**src/rtl/vsbc_seq.sv**
```systemverilog
// Multi-channel handshaked variable-shift bitstream counter: counts ones on NCH
// Z streams per job and left-shifts each count by popcount of the masked S groups.
module vsbc_seq #(
    parameter int unsigned W        = 4,
    parameter int unsigned S_GROUPS = 2,
    parameter int unsigned TW       = 8,
    parameter int unsigned NC       = 1,
    parameter int unsigned NCH      = 4,
    parameter int unsigned LEN_W    = 8
) (
    input  logic                    clk,
    input  logic                    rst,
    input  logic                    in_valid,
    output logic                    in_ready,
    input  logic [W*S_GROUPS-1:0]   s_in,
    input  logic [W-1:0]            ell,
    input  logic [LEN_W-1:0]        len,
    input  logic                    et_en,
    input  logic [TW-1:0]           et_thresh,
    input  logic                    z_valid,
    output logic                    z_ready,
    input  logic [NCH-1:0]          z,
    output logic                    out_valid,
    input  logic                    out_ready,
    output logic [NCH*TW-1:0]       bz,
    output logic [NCH-1:0]          ovf,
    output logic                    et_hit,
    output logic [LEN_W-1:0]        beats
);

    localparam int unsigned AW = $clog2(TW + 1);

    typedef enum logic [1:0] {IDLE, LOAD, RUN, DONE} state_t;

    state_t                     state_q, state_d;
    logic [TW-1:0]              s_q, s_d;
    logic [W-1:0]               ell_q, ell_d;
    logic [LEN_W-1:0]           len_q, len_d;
    logic                       et_en_q, et_en_d;
    logic [TW-1:0]              thr_q, thr_d;
    logic [AW-1:0]              apc_q, apc_d;
    logic [NCH-1:0][TW-1:0]     cnt_q, cnt_d;
    logic [LEN_W-1:0]           beats_q, beats_d;
    logic [NCH-1:0][TW-1:0]     bz_q, bz_d;
    logic [NCH-1:0]             ovf_q, ovf_d;
    logic                       et_hit_q, et_hit_d;
    logic                       in_ready_q, in_ready_d;
    logic                       z_ready_q, z_ready_d;
    logic                       out_valid_q, out_valid_d;

    logic [TW-1:0]              s_flat;
    logic [AW-1:0]              apc_calc;
    logic [LEN_W-1:0]           beats_inc;
    logic                       all_ge;
    logic                       last_beat;
    logic [2*TW-1:0]            wide;

    // Effective shift amount from the latched S groups and low-group mask
    always_comb begin
        s_flat = s_q;
        for (int unsigned i = TW - NC; i < TW; i++) begin
            s_flat[i] = 1'b0;
        end
        s_flat[W-1:0] = s_flat[W-1:0] & ~ell_q;
        apc_calc = '0;
        for (int unsigned i = 0; i < TW; i++) begin
            apc_calc = apc_calc + AW'(s_flat[i]);
        end
    end

    assign beats_inc = beats_q + LEN_W'(1);

    // Next-state, datapath and Moore handshake outputs
    always_comb begin
        state_d     = state_q;
        s_d         = s_q;
        ell_d       = ell_q;
        len_d       = len_q;
        et_en_d     = et_en_q;
        thr_d       = thr_q;
        apc_d       = apc_q;
        cnt_d       = cnt_q;
        beats_d     = beats_q;
        bz_d        = bz_q;
        ovf_d       = ovf_q;
        et_hit_d    = et_hit_q;
        all_ge      = 1'b1;
        last_beat   = 1'b0;
        wide        = '0;

        case (state_q)
            IDLE: begin
                if (in_valid) begin
                    s_d      = TW'(s_in);
                    ell_d    = ell;
                    len_d    = len;
                    et_en_d  = et_en;
                    thr_d    = et_thresh;
                    cnt_d    = '0;
                    beats_d  = '0;
                    et_hit_d = 1'b0;
                    state_d  = LOAD;
                end
            end
            LOAD: begin
                apc_d   = apc_calc;
                state_d = (len_q == '0) ? DONE : RUN;
            end
            RUN: begin
                if (z_valid && z_ready_q) begin
                    for (int unsigned c = 0; c < NCH; c++) begin
                        if (z[c] && (cnt_q[c] != '1)) begin
                            cnt_d[c] = cnt_q[c] + TW'(1);
                        end
                        if (cnt_d[c] < thr_q) begin
                            all_ge = 1'b0;
                        end
                    end
                    beats_d   = beats_inc;
                    last_beat = (beats_inc == len_q);
                    if (et_en_q && all_ge) begin
                        et_hit_d = 1'b1;
                    end
                    if (last_beat || (et_en_q && all_ge)) begin
                        state_d = DONE;
                    end
                end
            end
            DONE: begin
                if (out_ready) begin
                    state_d = IDLE;
                end
            end
            default: state_d = IDLE;
        endcase

        // Result is captured once, on the transition into DONE
        if ((state_d == DONE) && (state_q != DONE)) begin
            for (int unsigned c = 0; c < NCH; c++) begin
                wide     = {TW'(0), cnt_d[c]} << apc_d;
                bz_d[c]  = wide[TW-1:0];
                ovf_d[c] = |wide[2*TW-1:TW];
            end
        end

        in_ready_d  = (state_d == IDLE);
        z_ready_d   = (state_d == RUN);
        out_valid_d = (state_d == DONE);
    end

    always_ff @(posedge clk) begin
        if (rst) begin
            state_q     <= IDLE;
            s_q         <= '0;
            ell_q       <= '0;
            len_q       <= '0;
            et_en_q     <= 1'b0;
            thr_q       <= '0;
            apc_q       <= '0;
            cnt_q       <= '0;
            beats_q     <= '0;
            bz_q        <= '0;
            ovf_q       <= '0;
            et_hit_q    <= 1'b0;
            in_ready_q  <= 1'b1;
            z_ready_q   <= 1'b0;
            out_valid_q <= 1'b0;
        end else begin
            state_q     <= state_d;
            s_q         <= s_d;
            ell_q       <= ell_d;
            len_q       <= len_d;
            et_en_q     <= et_en_d;
            thr_q       <= thr_d;
            apc_q       <= apc_d;
            cnt_q       <= cnt_d;
            beats_q     <= beats_d;
            bz_q        <= bz_d;
            ovf_q       <= ovf_d;
            et_hit_q    <= et_hit_d;
            in_ready_q  <= in_ready_d;
            z_ready_q   <= z_ready_d;
            out_valid_q <= out_valid_d;
        end
    end

    assign in_ready  = in_ready_q;
    assign z_ready   = z_ready_q;
    assign out_valid = out_valid_q;
    assign bz        = bz_q;
    assign ovf       = ovf_q;
    assign et_hit    = et_hit_q;
    assign beats     = beats_q;

endmodule

```
**config.mk**
```make
export PLATFORM = sky130hd
export DESIGN_NAME = vsbc_seq
export DESIGN_NICKNAME = d
export VERILOG_FILES = /design/src/rtl/vsbc_seq.sv
export SDC_FILE = /design/constraint.sdc
export NUM_CORES = 1
export LEC_CHECK = 0
export BUFFER_PORTS_ARGS = -buffer_cell sky130_fd_sc_hd__buf_2
export CORE_ASPECT_RATIO = 0.75
export CORE_MARGIN = 1.5
export CORE_UTILIZATION = 54
export DETAILED_ROUTE_END_ITERATION = 10
export MAX_ROUTING_LAYER = met4
export PLACE_DENSITY = 0.77
export SYNTH_ARGS = -nofsm -noshare
export SYNTH_HDL_FRONTEND = slang
export SYNTH_SLANG_ARGS = --single-unit
```
**constraint.sdc**
```tcl
create_clock -name clk -period 3.8 [get_ports clk]
set_input_delay 0.19 -clock clk [delete_from_list [all_inputs] [get_ports clk]]
set_output_delay 0.19 -clock clk [all_outputs]
set_load 0.05 [all_outputs]
```
==> run summary, run 1 <==
DRT Wirelength: 28.4 mm
simple-gate share of the synthesized area: 26.1%
Final GP Congestion: 0.966
Fin Hold WS: 0.00309 ns
final hold violations: 0
CTS sink count: 114
pre-CTS WS: -0.229 ns
#FFs+latches synth: 114
Leak: 4.50 nW
Seq/Total Area, Yosys: 28.6%
Async S/R FF share, synth: 0%
ys flop type: dfxtp_1
Fmax achieved: 251 MHz
RR Endpoint: ovf[1]
# fillers: 1033
worst-path fanout max: 8
synthesized area: 7980 um2
DRC Markers: 0
Worst EP required: 4.07 ns
Max Clock Skew: 0.00904 ns
Vias: 9371
Area after DPL: 9500 um2
global-route track usage on met2: 53.5%
Slew Viols, Final: 0
Core ar.: 14500 um2
worst flop-to-flop path startpoint: s_q[0]
met3 usage: 8.95%
CTS Buf Count: 17
Tmin final: 3.99 ns
worst-margin pin slew: 0.827 ns
Initial Util: 55.2%
Die W: 143 um
row cnt: 38
Synth Area in Adders: 6.18%
H-tree Lvls: 4
CTS root buffer: clkbuf_16
Worst setup EP type: register
share of layout cells above drive strength 1: 32.0%
gr busiest metal: met2
Die ar.: 15500 um2
Area growth syn-to-layout: 38.0%
met1 usage: 49.8%
status: complete, but fails checks
MaxCap Viol Count: 0
clock transition at the registers of the reported paths: 0.06 ns
Hold Path Sink: thr_q[1]
vias in the first global route: 8385
mean post-synth cell area: 7.53 um2
reg2reg path depth: 15
final core occ: 76.2%
number of port buffers: 84
DP Wirelength: 19.5 mm
Critical Path Max Stage Delay: 0.56 ns
maximum number of pins on one net before global-route repair: 76
total of warnings raised by yosys: 0
# diodes: 0
DR vias/cell: 6.29
fin crit share: 105%
Clock Latency Late Sink: 0.43 ns
Worst Hold Launch: et_thresh[1]
EDFF count, synth: 0
xor and xnor area share after synthesis: 3.07%
hold crit path type: in -> reg
pwr/cell area: 336 nW/um2
initial antenna violation count: 0
endpoints failing setup: 15
Congestion Overflow GR: 0
Buf/Inv on CP: 4
Die Ht: 108 um
crit path kind: reg -> reg
first-pass GRT wire length: 42.9 mm
Max VDD drop: 363 uV
Antenna Nets Post-Route: 0
RSZ-0062 raised after global routing: true
compound-cell area share of the yosys netlist: 25.6%
CTS tree: yes
synth unique cells: 85
Iter 0 DRT Violations: 1096
Overall Global Routing Usage: 36.6%
post-synth net total: 1134
largest family of logic cells by synthesized area: simple AND/OR/NAND/NOR gates
mux cell area share after synthesis: 3.76%
Final Cell Area: 11000 um2
hold depth: 3
Startpoint Class: register
nets: 1351
Worst slew margin: 44.8%
routed len/inst: 19.1 um
CP delay by family, top: adder cells
Syn Inst Count: 1059
CP max-delay cell: fa_2
I/O pin count: 86
Longest Clk Path Bufs: 2
TritonRoute pass-1 iters: 7
worst setup margin: -0.188 ns
Register-to-Register Setup Slack: -0.19 ns
CP cell instances: nor2b_4 > fa_1 > inv_1 > fa_1 > inv_2 > fa_2 > mux2_2 > buf_4 > mux2i_1 > o22ai_1 > buf_4 > mux2i_1 > nand4_1 > nor4_2 > a2111oi_1
critical path arrival: 4.26 ns
failing checks: negative setup slack
==> how the worst max path moves through the flow <==
stage | end | cells past startpoint | startpoint
global placement | ovf[2] | 14 | s_q[0]
global route | ovf[1] | 15 | s_q[0]
floorplan | ovf[0] | 16 | s_q[0]
detailed placement | ovf[0] | 17 | s_q[0]
finish | ovf[1] | 15 | s_q[0]
CTS | ovf[0] | 16 | s_q[0]
==> cells in the mapped netlist (21+ instances only) <==
cell type	n	area, um2
inv_1	29	109
nand4_1	24	150
o21ai_0	41	205
clkbuf_1	40	150
a21oi_1	118	591
mux2i_1	21	210
buf_2	25	125
nor2_1	69	259
nand3_1	49	245
nand2_1	161	604
o211ai_1	21	158
dfxtp_1	114	2280
ha_1	33	413
==> routing by layer <==
metal,wire length (um),up-vias
met4,741,0
met2,12400,578
met3,3040,84
met1,12200,4367
met5,0,-
li1,-,4342
==> state kept, by name, summed over array words and instances, names as in the netlist <==
register,flops
et_en_q,1
len_q,8
et_hit,1
in_ready,1
bz,32
out_valid,1
ell_q,4
state_q,2
ovf,4
cnt_q,32
beats,8
z_ready,1
thr_q,8
s_q,7
apc_q,4
==> through the flow <==
step                TNS (ns)  std cells  power [W]
floorplan                  0       1059    0.00171
global placement       -1.41       1419    0.00196
detailed placement     -2.39       1419    0.00197
CTS                   -0.934       1467    0.00363
global route           -3.78       1489    0.00381
finish                 -1.45       1489    0.00370
==> layout make-up <==
type / count / area [um2] / share of cell area (%)
flip-flops and latches: 114 / 2300 / 20.9
well taps: 200 / 250 / 2.27
multi-input cells: 834 / 5640 / 51.3
clock buffers: 17 / 425 / 3.86
clock inverters: 15 / 170 / 1.55
repair buffers: 280 / 2110 / 19.2
inverters: 29 / 109 / 0.989
==> what timing repair did <==
action	4_1_cts	5_1_grt
gates cloned	0	3
hold buffers	15	0
setup endpoints to repair	31	40
endpoints found under the hold margin	15	0
gates resized for setup	31	102
setup buffers	1	19
pin swaps	19	23
==> logic make-up (layout without fill, tap and decap cells) <==
family                   after synthesis  in the layout
AO/OA/AOI/OAI                        316            316
XOR/XNOR                              28             28
AND/OR/NAND/NOR                      424            424
flip-flops                           114            114
adder cells (fa/ha/maj)               37             37
buffers and inverters                111            341
multiplexers                          29             29
==> cells in the final DEF, fill, tap and decap left out, drive strengths merged, types with 6 or more instances in the layout <==
cell	Yosys	routed
buf	40	262
nand2	161	161
a21oi	119	119
dfxtp	114	114
nor2	70	70
nand3	50	50
o21ai	48	48
inv	29	36
ha	33	33
nand4	25	25
o211ai	21	21
mux2i	21	21
clkbuf	41	20
xnor2	20	20
nor3	20	20
a31oi	16	16
dlygate4sd3	0	15
a211oi	13	13
nand2b	12	12
nor2b	12	12
or3	12	12
o2111ai	11	11
o31ai	10	10
nor4	10	10
and2	9	9
and4	9	9
xor2	8	8
o22ai	8	8
or4	8	8
mux2	8	8
and3	7	7
o221ai	7	7
nand3b	6	6
a22oi	6	6
==> report_power, final <==
group	switching (W)	internal (W)	leakage, nW	total, W
clock	0.000659	0.000982	0.288	0.00164
combinational	0.000489	0.000317	3.29	0.000806
sequential	0.0000266	0.00123	0.929	0.00125
==> tightest hold or removal path, delay by kind of cell <==
| kind | cells | cell delay [ns] |
|---|---|---|
| AOI/OAI and AO/OA | 1 | 0.05 |
| buffers and inverters | 1 | 0.09 |
| and+or+nand+nor | 1 | 0.05 |
Power figures use the tool's default switching activity.
==> inputs of run 2 (changes only) <==
--- a/config.mk
+++ b/config.mk
@@ -5,6 +5,7 @@
 export SDC_FILE = /design/constraint.sdc
 export NUM_CORES = 1
 export LEC_CHECK = 0
+export ABC_AREA = 1
 export BUFFER_PORTS_ARGS = -buffer_cell sky130_fd_sc_hd__buf_2
 export CORE_ASPECT_RATIO = 0.75
 export CORE_MARGIN = 1.5
==> run summary, run 2 <==
Die ar.: 15700 um2
# diodes: 0
FF+latch area: 2280 um2
Leak: 4.85 nW
DRC Markers: 0
post-synth top area share: 28.3%
Async S/R FF share, synth: 0%
CTS tree: yes
Critical path origin: s_q[0]
synth unique cells: 44
Sum Neg Setup Slack: 0 ns
Psw: 0.00309 W
Buf/Inv on CP: 8
initial antenna violation count: 0
Logic pwr share: 52.9%
most frequent cells after synthesis: 395 x nand2_1, 172 x nand3_1, 166 x nor2_1
worst setup margin: 0.0775 ns
Worst setup EP type: register
ranking of synthesized cells by area: dfxtp_1 28%, nand2_1 18%, nand3_1 11%
DP Wirelength: 15.3 mm
ys flop type: dfxtp_1
register share of total power: 23.3%
status: completed
maximum number of pins on one net before global-route repair: 44
CTS Buf Count: 17
Critical Path Max Stage Delay: 0.56 ns
endpoints failing setup: 0
total of warnings raised by yosys: 0
worst-path fanout max: 8
Iter 0 DRT Violations: 498
CP max-delay cell: fa_1
clock transition at the registers of the reported paths: 0.06 ns
RSZ-0062 raised after global routing: true
critical path arrival: 4.01 ns
fin crit share: 98.0%
H-tree Lvls: 4
Worst EP required: 4.09 ns
mean post-synth cell area: 6.08 um2
Seq/Total Area, Yosys: 28.3%
synthesized area: 8060 um2
Congestion Overflow GR: 0
CTS sink count: 114
Tmin final: 3.72 ns
CP most frequent cell: inv_2
CTS Hold Bufs: 0
TritonRoute pass-1 iters: 5
CTS root buffer: clkbuf_16
Startpoint Class: register
# fillers: 1354
Clock Power Share: 23.8%
worst-margin pin slew: 1.08 ns
Max VDD drop: 506 uV
final core occ: 65.5%
Longest Clk Path Bufs: 2
Clock Latency Late Sink: 0.43 ns
CP delay by family, top: adder cells
worst flop-to-flop path startpoint: s_q[0]
final hold violations: 0
Sw Ratio: 47.2%
first-pass GRT wire length: 35.2 mm
Die W: 144 um
Max Clock Skew: 0.0122 ns
CP cell instances: inv_2 > nor2_2 > fa_1 > inv_2 > fa_1 > inv_2 > fa_2 > inv_2 > fa_1 > inv_2 > o21ai_4 > inv_4 > buf_4 > buf_8 > nand3_2 > nand2_1 > nand3_1 > nand4_1 > nor2_1 > nand2_1 > nand2_1 > a21oi_2
most numerous cell in the Yosys netlist: nand2_1
pwr/cell area: 688 nW/um2
MaxCap Viol Count: 0
I/O pin count: 86
crit path kind: reg -> reg
Syn Inst Count: 1327
#FFs+latches synth: 114
Area growth syn-to-layout: 18.1%
area of the multi-input gates: 5110 um2
EDFF count, synth: 0
Fmax achieved: 269 MHz
Worst slew margin: 27.9%
Vias: 8660
Final GP Congestion: 0.899
nets: 1481
routed len/inst: 13.4 um
share of layout cells above drive strength 1: 16.3%
commonest non-fill, non-tap cell in the layout: nand2_1
pre-CTS WS: 0.110 ns
Internal: 0.00346 W
post-synth net total: 1402
DR vias/cell: 5.35
Slew Viols, Final: 0
vias in the first global route: 7728
number of port buffers: 84
DRT Wirelength: 21.8 mm
most frequent cells in the layout: 388 x nand2_1, 159 x nand3_1, 158 x nor2_1
Worst Hold Launch: ell[0]
Core ar.: 14500 um2
area leader, netlist: dfxtp_1
row cnt: 38
Initial Util: 55.4%
Antenna Nets Post-Route: 0
Overall Global Routing Usage: 29.2%
Die Ht: 109 um
hold crit path type: in -> reg
run 2: timing repair:
action                                  in CTS  in global routing
resized for setup                            0                 44
hold endpoints to repair                     0                  0
buffers inserted                             0                  5
endpoints found under the setup margin       0                 19
run 2: final cells by class:
type	count	area share [%]
Clock inverter	15	1.52
Timing Repair Buffer	118	8.32
Tap cell	200	2.63
Multi-Input combinational cell	1019	53.7
Sequential cell	114	24.0
Clock buffer	17	4.47
Inverter	136	5.39
run 2: cells by family after synthesis:
logic type	count (synthesis)	share of synthesized area, %
xor+xnor	17	1.85
compound gates	160	11.0
simple gates	805	42.8
flops	114	28.3
buf+inv	194	9.91
fa+ha+maj	37	6.11
run 2: power by group through the flow:
stage / Sequential (W) / Clock [W] / Combinational (W)
6_report: 0.00153 / 0.00156 / 0.00347
3_3_place_gp: 0.00155 / 0 / 0.00310
5_1_grt: 0.00155 / 0.00163 / 0.00385
4_1_cts: 0.00152 / 0.00157 / 0.00316
3_5_place_dp: 0.00155 / 0 / 0.00314
2_1_floorplan: 0.00204 / 0 / 0.00192
run 2: metrics by stage:
| stage | area [um2] | total power, W | hold slack, ns | instances |
|---|---|---|---|---|
| after floorplan | 8060 | 0.00396 | 0.357 | 1327 |
| after global placement | 8710 | 0.00464 | 0.438 | 1578 |
| after detailed placement | 8710 | 0.00468 | 0.446 | 1578 |
| after CTS | 9280 | 0.00626 | 0.000446 | 1610 |
| after global routing | 9520 | 0.00703 | 0.0229 | 1619 |
| final | 9520 | 0.00655 | 0.00994 | 1619 |
run 2: worst min-delay path, cell delays in order:
cell and delay (ns):
buf_2 0.07, o21ai_0 0.07, nor2_1 0.07
run 2: worst paths after layout:
check	endpoint	slack, ns	cells past startpoint
max	ovf[2]	0.08	22
min	ell_q[0]	0.01	3
max reg2reg	ovf[2]	0.08	22
min reg2reg	ell_q[2]	0.46	2
run 2: layer usage:
layer	vias to the layer above	routed length (um)	GRT usage, %
met3	45	1190	5.09
met5	-	0	-
met2	239	10100	47.6
met4	0	439	10.1
li1	4445	-	-
met1	3931	10100	36.6
==> inputs of run 3 (changes only) <==
--- a/config.mk
+++ b/config.mk
@@ -7,7 +7,7 @@
 export LEC_CHECK = 0
 export ABC_AREA = 1
 export BUFFER_PORTS_ARGS = -buffer_cell sky130_fd_sc_hd__buf_2
-export CORE_ASPECT_RATIO = 0.75
+export CORE_ASPECT_RATIO = 1.5
 export CORE_MARGIN = 1.5
 export CORE_UTILIZATION = 54
 export DETAILED_ROUTE_END_ITERATION = 10
==> run summary, run 3 (synthesis gave the netlist of run 2 again) <==
status: completed
Initial Util: 55.3%
Startpoint Class: register
Vias: 8620
Overall Global Routing Usage: 29.4%
DRC Markers: 0
Longest Clk Path Bufs: 2
endpoints failing setup: 0
hold crit path type: in -> reg
Fin Hold WS: 0.0247 ns
Die ar.: 15700 um2
CP cell instances: inv_2 > nor2_4 > fa_1 > inv_1 > fa_1 > inv_2 > fa_2 > inv_2 > fa_1 > inv_2 > o21ai_4 > buf_6 > buf_12 > nand3_1 > nor3_1 > o21ai_0 > nor2_1
row cnt: 54
Worst EP required: 4.16 ns
Register-to-Register Setup Slack: 0.07 ns
Worst setup EP type: register
Die W: 103 um
Hold Path Sink: len_q[7]
Slew Viols, Final: 0
Critical Path Max Stage Delay: 0.56 ns
Final Power: 0.00678 W
pre-CTS WS: 0.0866 ns
CTS tree: yes
maximum number of pins on one net before global-route repair: 44
fin crit share: 98.0%
worst-path fanout max: 18
worst flop-to-flop path startpoint: s_q[0]
CP delay by family, top: adder cells
routed len/inst: 13.7 um
DRT Wirelength: 22.2 mm
Leak: 4.90 nW
RR Endpoint: bz[16]
number of port buffers: 84
initial antenna violation count: 0
H-tree Lvls: 4
# diodes: 0
Max Clock Skew: 0.00872 ns
worst-margin pin slew: 0.986 ns
CTS Hold Bufs: 0
most frequent cells in the layout: 393 x nand2_1, 162 x nor2_1, 148 x nand3_1
I/O pin count: 86
Fmax achieved: 268 MHz
hold depth: 3
Max VDD drop: 626 uV
Area after DPL: 8760 um2
Worst Hold Launch: len[7]
CP max-delay cell: fa_1
CTS sink count: 114
Clock Latency Late Sink: 0.43 ns
Antenna Nets Post-Route: 0
Congestion Overflow GR: 0
Worst slew margin: 34.3%
CP most frequent cell: inv_2
CTS Buf Count: 17
Area growth syn-to-layout: 19.7%
Final Cell Area: 9650 um2
# fillers: 1347
worst setup margin: 0.0746 ns
CTS root buffer: clkbuf_16
Tmin final: 3.73 ns
first-pass GRT wire length: 35.9 mm
Iter 0 DRT Violations: 559
RSZ-0062 raised after global routing: true
share of layout cells above drive strength 1: 16.6%
final hold violations: 0
critical path arrival: 4.09 ns
TritonRoute pass-1 iters: 6
Buf/Inv on CP: 7
commonest non-fill, non-tap cell in the layout: nand2_1
MaxCap Viol Count: 0
DR vias/cell: 5.32
vias in the first global route: 7726
pwr/cell area: 702 nW/um2
Core ar.: 14600 um2
reg2reg path depth: 17
nets: 1486
clock transition at the registers of the reported paths: 0.06 ns
Die Ht: 153 um
Final GP Congestion: 0.876
DP Wirelength: 15.9 mm
crit path kind: reg -> reg
## run 3: worst max-delay path by stage
stage	startpoint	to	cells after the start
after floorplan	s_q[0]	ovf[2]	22
after detailed placement	s_q[0]	ovf[2]	22
after CTS	s_q[0]	ovf[2]	22
final	s_q[0]	bz[16]	17
after global routing	s_q[0]	ovf[2]	23
after global placement	s_q[0]	ovf[2]	22
## run 3: worst reg2reg max path, stage by stage (launching register included)
cell and delay (ns):
dfxtp_1 0.30, inv_2 0.07, nor2_4 0.04, fa_1 0.50, inv_1 0.05, fa_1 0.45
inv_2 0.07, fa_2 0.19, inv_2 0.04, fa_1 0.56, inv_2 0.06, o21ai_4 0.23
buf_6 0.15, buf_12 0.15, nand3_1 0.14, nor3_1 0.35, o21ai_0 0.21, nor2_1 0.12
## run 3: routing by layer
layer / GRT usage [%] / up-vias / part of all wire [%]
li1: - / 4451 / -
met1: 35.5 / 3883 / 43
met2: 48.8 / 243 / 49
met3: 4.36 / 43 / 4.6
met4: 11.5 / 0 / 3.2
met5: - / - / 0
## run 3: final cells by class
type | instances | area (um2) | share of cell area [%]
Timing Repair Buffer | 123 | 820 | 8.49
Clock buffer | 19 | 453 | 4.69
Sequential cell | 114 | 2280 | 23.7
Tap cell | 196 | 245 | 2.54
Multi-Input combinational cell | 1019 | 5160 | 53.5
Clock inverter | 13 | 176 | 1.83
Inverter | 136 | 513 | 5.32
## run 3: through the flow
step	TNS (ns)	util, %	cells
floorplan	0	-	1327
global placement	0	60.0	1584
detailed placement	0	60.0	1584
CTS	0	64.4	1616
global route	-0.336	66.1	1620
finish	0	66.1	1620
## run 3: report_power, final
part | internal (W) | switching, W | total (W)
logic | 0.00118 | 0.00237 | 0.00355
registers | 0.00141 | 0.000119 | 0.00153
clock network | 0.00108 | 0.000616 | 0.00169
## run 3: timing repair
item,4_1_cts,5_1_grt
resized for setup,0,44
setup endpoints to repair,0,26
buffers inserted,0,1
